$ cat src/rtl/maze_ctrl_pkg.sv
// Shared types and constants for the maze search controller and its
// step counter.
package maze_ctrl_pkg;

  typedef enum logic [2:0] {
    IDLE  = 3'd0,
    MARK  = 3'd1,
    TRY   = 3'd2,
    CHECK = 3'd3,
    MOVE  = 3'd4,
    BACK  = 3'd5,
    DONE  = 3'd6,
    FAIL  = 3'd7
  } state_t;

  typedef enum logic [1:0] {
    UP    = 2'b00,
    RIGHT = 2'b01,
    LEFT  = 2'b10,
    DOWN  = 2'b11
  } dir_t;

  localparam logic [7:0] GOAL_DEFAULT = 8'hFF;

endpackage

$ cat src/rtl/maze_ctrl_step_counter.sv
// Forward-move counter: clears synchronously at search start and
// saturates at all-ones instead of wrapping.
module maze_ctrl_step_counter #(
  parameter int STEP_W = 8
) (
  input  logic              clk,
  input  logic              rst,
  input  logic              clr,
  input  logic              inc,
  output logic [STEP_W-1:0] count
);

  // Clear takes priority over increment; hold once all-ones is reached.
  always_ff @(posedge clk or posedge rst) begin
    if (rst) begin
      count <= {STEP_W{1'b0}};
    end else if (clr) begin
      count <= {STEP_W{1'b0}};
    end else if (inc && (count != {STEP_W{1'b1}})) begin
      count <= count + {{(STEP_W-1){1'b0}}, 1'b1};
    end
  end

endmodule

$ cat src/rtl/maze_ctrl.sv
// Depth-first maze search controller: marks, probes, moves and backtracks
// by driving strobes into an external location/stack datapath and maze memory.
module maze_ctrl
  import maze_ctrl_pkg::*;
#(
  parameter logic [7:0] GOAL   = GOAL_DEFAULT,
  parameter int         STEP_W = 8
) (
  input  logic              clk,
  input  logic              rst,
  input  logic              start,
  input  logic [7:0]        curLoc,
  input  logic              cntReach,
  input  logic              empStck,
  input  logic              mazeWall,
  output logic [1:0]        dir,
  output logic              rgLd,
  output logic              push,
  output logic              pop,
  output logic              readFromStack,
  output logic              mazeRd,
  output logic              mazeWr,
  output logic              done,
  output logic              fail,
  output logic [STEP_W-1:0] steps
);

  state_t state;

  // The read has to carry the nxtLoc of the direction under test in the
  // same cycle, so it is decoded from the registered state and cntReach.
  assign mazeRd = (state == TRY) && !cntReach;

  maze_ctrl_step_counter #(.STEP_W(STEP_W)) stepCnt (
    .clk   (clk),
    .rst   (rst),
    .clr   ((state == IDLE) && start),
    .inc   (state == MOVE),
    .count (steps)
  );

  // Search FSM; strobes are registered and reflect the state being entered.
  always_ff @(posedge clk or posedge rst) begin
    if (rst) begin
      state         <= IDLE;
      dir           <= UP;
      mazeWr        <= 1'b0;
      push          <= 1'b0;
      pop           <= 1'b0;
      readFromStack <= 1'b0;
      rgLd          <= 1'b0;
      done          <= 1'b0;
      fail          <= 1'b0;
    end else begin
      mazeWr        <= 1'b0;
      push          <= 1'b0;
      pop           <= 1'b0;
      readFromStack <= 1'b0;
      rgLd          <= 1'b0;
      case (state)
        IDLE: begin
          if (start) begin
            state  <= MARK;
            mazeWr <= 1'b1;
            dir    <= UP;
          end
        end
        MARK: begin
          if (curLoc == GOAL) begin
            state <= DONE;
            done  <= 1'b1;
          end else begin
            state <= TRY;
            dir   <= UP;
          end
        end
        TRY: begin
          if (!cntReach) begin
            state <= CHECK;
          end else if (dir != DOWN) begin
            dir <= dir + 2'b01;
          end else begin
            // empStck is stable through backtrack entry, so the pop is known now
            state                       <= BACK;
            {pop, readFromStack, rgLd} <= {3{~empStck}};
          end
        end
        CHECK: begin
          if (!mazeWall) begin
            state <= MOVE;
            push  <= 1'b1;
            rgLd  <= 1'b1;
          end else if (dir != DOWN) begin
            state <= TRY;
            dir   <= dir + 2'b01;
          end else begin
            state                       <= BACK;
            {pop, readFromStack, rgLd} <= {3{~empStck}};
          end
        end
        MOVE: begin
          state  <= MARK;
          mazeWr <= 1'b1;
          dir    <= UP;
        end
        BACK: begin
          if (empStck) begin
            state <= FAIL;
            fail  <= 1'b1;
          end else begin
            state  <= MARK;
            mazeWr <= 1'b1;
            dir    <= UP;
          end
        end
        DONE: begin
          if (!start) begin
            state <= IDLE;
            done  <= 1'b0;
          end
        end
        FAIL: begin
          if (!start) begin
            state <= IDLE;
            fail  <= 1'b0;
          end
        end
        default: begin
          state <= IDLE;
          dir   <= UP;
          done  <= 1'b0;
          fail  <= 1'b0;
        end
      endcase
    end
  end

endmodule

$ cat config.mk
export PLATFORM = sky130hd
export DESIGN_NAME = maze_ctrl
export DESIGN_NICKNAME = d
export VERILOG_FILES = /design/src/rtl/maze_ctrl_pkg.sv /design/src/rtl/maze_ctrl_step_counter.sv /design/src/rtl/maze_ctrl.sv
export SDC_FILE = /design/constraint.sdc
export NUM_CORES = 1
export LEC_CHECK = 0
export ABC_AREA = 1
export CORE_ASPECT_RATIO = 1.25
export CORE_MARGIN = 1
export CORE_UTILIZATION = 48
export CTS_CLUSTER_SIZE = 16
export DETAILED_ROUTE_END_ITERATION = 8
export GPL_TIMING_DRIVEN = 0
export PLACE_DENSITY_LB_ADDON = 0.12
export SLEW_MARGIN = 0
export SYNTH_ARGS = -nofsm -noshare
export SYNTH_HDL_FRONTEND = slang
export SYNTH_HIERARCHICAL = 1
export SYNTH_SLANG_ARGS = --single-unit
$ cat constraint.sdc
create_clock -name clk -period 2 [get_ports clk]
set_input_delay 0.4 -clock clk [delete_from_list [all_inputs] [get_ports clk]]
set_output_delay 0.4 -clock clk [all_outputs]
set_load 0.02 [all_outputs]
# == Word level (Yosys, flattened, before mapping) ==
# Cells that the tools add are included.
# word_totals
reg_bits,19
input_bits,14
# op_classes
addsub,2
n_eq_ne,21
muxes,34
bitwise_logic,1
n_reduce_logical,14
# ops
operator,count
2-to-1 mux 3 bit,8
inequality test 2 bit (second input constant),11
case mux 3 bit (7 select lines),1
2-to-1 mux 8 bit,2
== test 3 bit (second input constant),4
2-to-1 mux 2 bit,6
case mux 2 bit (6 select lines),1
2-to-1 mux 1 bit,11
AND reduction 3 bit,3
adder 8 x 1 -> 8 bit (second input constant),1
== test 8 bit (second input constant),1
inequality test 8 bit (second input constant),1
case mux 1 bit (2 select lines),4
== test 3 x 2 -> 1 bit (second input constant),2
AND reduction 6 bit,1
nonzero test 2 bit,3
nonzero test 6 bit,1
== test 3 x 1 -> 1 bit (second input constant),1
logical AND 1 bit,3
zero test 3 bit,1
inequality test 3 bit (second input constant),1
case mux 1 bit (3 select lines),1
adder 2 x 1 -> 2 bit (second input constant),1
OR reduction 2 bit,1
2 further kinds,2

# == Logic depth before layout (Yosys ltp) ==
# logic_depth
word_depth,4
ltp_mapped,10

# == Hierarchy ==
# The synthesis kept the hierarchy.
# by_module_without_submodules
mod,instances,cells_each,area_each_um2,seq_area_each_um2
maze_ctrl,1,95,757.0,275.3
maze_ctrl_step_counter,1,73,501.7,200.2

# == Worst setup path before layout ==
# OpenSTA, ideal clock, no wires.
# synth_timing
kind,reg-to-reg
from,reg state[1]
to,reg stepCnt.count[3]
setup_time_ps,118
arrival_ps,1610
setup_slack_ps,273
stages_incl_launch_ff,10
path_buffers,1
synth_period_minus_slack_ps,1727
path_cell_list,dfrtp_1 -> buf_6 -> nor2_1 -> inv_1 -> nor3_1 -> inv_1 -> nand2_4 -> clkinv_4 -> nand2_1 -> nand2_1
# synth_via
elab_chain_len,3
word_cells_on_any_way,6
# synth_lines
element,line_no,source
from (decl),maze_ctrl.sv:28,state_t state;
from (signal assigned),maze_ctrl.sv:45,state <= IDLE;
from (signal assigned),maze_ctrl.sv:63,state <= MARK;
from (signal assigned),maze_ctrl.sv:70,state <= DONE;
== test 3 bit or zero test 3 bit (tied branches),"maze_ctrl.sv:38, maze_ctrl.sv:37",
"logical AND 1 bit, on equally long branches","maze_ctrl_step_counter.sv:19, maze_ctrl.sv:37",
nonzero test 2 bit (no line) or 2-to-1 mux 8 bit (tied branches),--,
to (signal assigned),maze_ctrl_step_counter.sv:16,count <= {STEP_W{1'b0}};
to (signal assigned),maze_ctrl_step_counter.sv:18,count <= {STEP_W{1'b0}};
to (signal assigned),maze_ctrl_step_counter.sv:20,"count <= count + {{(STEP_W-1){1'b0}}, 1'b1};"
to (decl),maze_ctrl_step_counter.sv:10,output logic [STEP_W-1:0] count
# Several ways; a longest one is shown, not always the timed one.
# A chain may end at the register's enable or synchronous reset.

# == Worst setup path after layout ==
# layout_timing
from,reg state[0]
to,out mazeRd
# layout_via
elab_chain_len,2
# layout_lines
element,line_no,source
== test 3 x 2 -> 1 bit,maze_ctrl.sv:32,assign mazeRd = (state == TRY) && !cntReach;
logical AND 1 bit,maze_ctrl.sv:32,
to (decl),maze_ctrl.sv:21,"output logic mazeRd,"
# Every way passes these cells.

==> results.cfg <==
[status]
status = finished clean

[clock_network]
cts-resized-gates = 2
postCtsHoldBufs = 0
clockRootBuffer = clkbuf_4
cts_sinks = 19
cts_tree = yes
clk_pin_slew_ns = 0.10
cts_buffers = 3
cts_setup_buffers = 0
clk_path_buf_depth = 2
htree_levels = 1
clock_latency_ns = 0.29

[sta]
fin_crit_ns = 1.88
max_freq_mhz = 533
finClkSkew_ns = 0.000843
rsz0062_at_grt = no
post-route-period-util = 0.938
max_slew_margin = 0.683
finalSetupViolCount = 0
final_hold_viol_count = 0
tightest_slew_ns = 0.473
maxSlewViolCount = 0
timing.final.ws_setup_ns = 0.125

[placed_design]
dp.cells = 232
post-place-ws_ns = -0.422
place_hpwl_mm = 2.12
io_buffers = 31
gp_congestion = 0.882

[final_layout]
drive_above_1_share = 0.167
fin_nets = 221
fin_cells = 236
seqCellArea_um2 = 475
multi_input_area_um2 = 646
syn_to_final_growth_pct = 30.3
fillCellCount = 234
num_antenna_cells = 0

[global_route]
grt_pass1_vias = 1093
antenna_found_initial = 0
grtUsageTotal = 0.214
grt_first_pass_wirelength_mm = 4.32
overflow = 0
grt_max_degree = 12

[worst_setup_path]
r2r_slack_ns = 0.21
reg2regPathDepth = 9
worstSetupStartpointType = register
crit_path_end_kind = primary output
crit_family = buffers and inverters
slowest_stage = dfrtp_1
crit_chain = buf_6 > inv_4 > nand3_2 > nor2_2 > dlygate4sd2_1
rr_startpoint = state[1]$_DFFE_PP0P_
worstPathArrival_ns = 1.48
critPathMaxFanout = 8
max_stage_delay_ns = 0.39
worst-path-stages = 5
r2r_end = stepCnt/count[3]$_DFFE_PP0P_
worstPathRequired_ns = 1.60
crit_buf_inv = 3
worstSetupPathType = register to primary output

[synth]
ys_seq_elements = 19
syn_nets = 185
syn_area_per_cell_um2 = 7.49
synth_top_area_frac = 0.378
syn_inst = 168
ys_warn_count = 6
synth_common_cells = nand2_1 (47), dfrtp_1 (19), inv_1 (19)
synth_edf_count = 0
synth_cell_types = 27
yosysSeqAreaShare = 0.378
synth.most_common_cell = nand2_1
yosys-top-cells-area = dfrtp_1 (38%), nand2_1 (14%), inv_1 (5.7%)
yosysTopAreaCell = dfrtp_1
syn_area_um2 = 1260
ys.flop_type = dfrtp_1
postSynth.asyncResetShare = 1.00

[flow_run]
drv_cap = 0

[floorplan]
die_x_um = 47.8
core-area_um2 = 2450
rows = 20
start_util = 0.513
io_pins = 32
die_area_um2 = 2830
die_h_um = 59.3

[routing]
drt_first_pass_iters = 4
ant_nets = 0
viasPerCell = 5.01
drt_iter0_markers = 25
vias = 1182
routed_wirelength_mm = 2.62
routedWlPerCell_um = 11.1
drcViolationCount = 0

[worst_hold_path]
hold_class = primary input to async pin

[pwr]
power_leakage_nw = 0.803
ir_drop_uv = 694
powerDensity_nw_per_um2 = 1180
## where the power goes
| group | internal (mW) | switching, mW |
|---|---|---|
| clock network | 0.0775 | 0.113 |
| registers | 0.504 | 0.0950 |
| logic | 0.475 | 0.675 |
## worst reg2reg max path, delay by kind of cell (launching register included)
family,cells,cell delay [ns]
AND/OR/NAND/NOR,5,0.79
buffers and inverters,4,0.51
flip-flops,1,0.39
## logic make-up (layout without fill, tap and decap cells)
logic type,count (synthesis),after routing,share of synthesized area
simple gates,99,99,0.395
compound gates,18,18,0.0845
buf+inv,29,64,0.113
fa+ha+maj,3,3,0.0298
flops,19,19,0.378
## worst max-delay path by stage
stage,start,to,slack (ns)
floorplan,state[1]$_DFFE_PP0P_,stepCnt/count[3]$_DFFE_PP0P_,0.27
global placement,start,stepCnt/count[1]$_DFFE_PP0P_,-0.40
detailed placement,start,stepCnt/count[3]$_DFFE_PP0P_,-0.42
CTS,state[0]$_DFFE_PP0P_,mazeRd,0.10
global route,state[0]$_DFFE_PP0P_,mazeRd,0.03
finish,state[0]$_DFFE_PP0P_,mazeRd,0.12
## layer usage
metal	GRT usage	wire, µm	vias up
li1	-	-	603
met1	0.235	1040	552
met2	0.382	1490	25
met3	0.0244	68	2
met4	0.107	16	0
met5	0	0	-
## flip-flops by register name, indices dropped and copies added, names as in the netlist
signal         flops
push               1
rgLd               1
readFromStack      1
fail               1
dir                2
mazeWr             1
done               1
state              3
stepCnt/count      8
## area by class of cell
cell class | count | share of cell area
well taps | 33 | 0.0252
flip-flops and latches | 19 | 0.290
clock buffers | 4 | 0.0160
repair buffers | 31 | 0.188
multi-input cells | 120 | 0.394
plain buffers | 4 | 0.0252
inverters | 25 | 0.0618
## cells in the final DEF, fill, tap and decap left out, types with 2 or more instances in the layout
cell | Yosys | final
nor3_4 | 2 | 2
nand2_2 | 6 | 6
a21oi_1 | 6 | 6
nand3_1 | 11 | 11
nor2_4 | 2 | 2
nand2_4 | 2 | 2
nand4_1 | 4 | 4
nand2_1 | 47 | 47
buf_6 | 3 | 3
o21ai_1 | 3 | 3
nor2_2 | 4 | 4
nand3_2 | 3 | 3
nor2_1 | 16 | 16
ha_1 | 3 | 3
inv_1 | 19 | 19
o21ai_0 | 2 | 2
clkbuf_4 | 0 | 3
inv_2 | 4 | 4
o21bai_1 | 3 | 3
dfrtp_1 | 19 | 19
clkdlybuf4s50_1 | 0 | 30
## per-stage QoR
stage | utilization | hold WS (ns) | setup TNS [ns] | total power [mW] | area (µm²)
after CTS | 0.669 | 0.383 | 0 | 1.96 | 1640
after global placement | 0.657 | 0.473 | -2.75 | 1.73 | 1610
after global routing | 0.669 | 0.389 | 0 | 2.11 | 1640
after detailed placement | 0.657 | 0.483 | -2.89 | 1.76 | 1610
final | 0.669 | 0.381 | 0 | 1.94 | 1640
after floorplan | - | 0.216 | 0 | 1.40 | 1260
No activity file was read; power rests on OpenSTA's default activity.
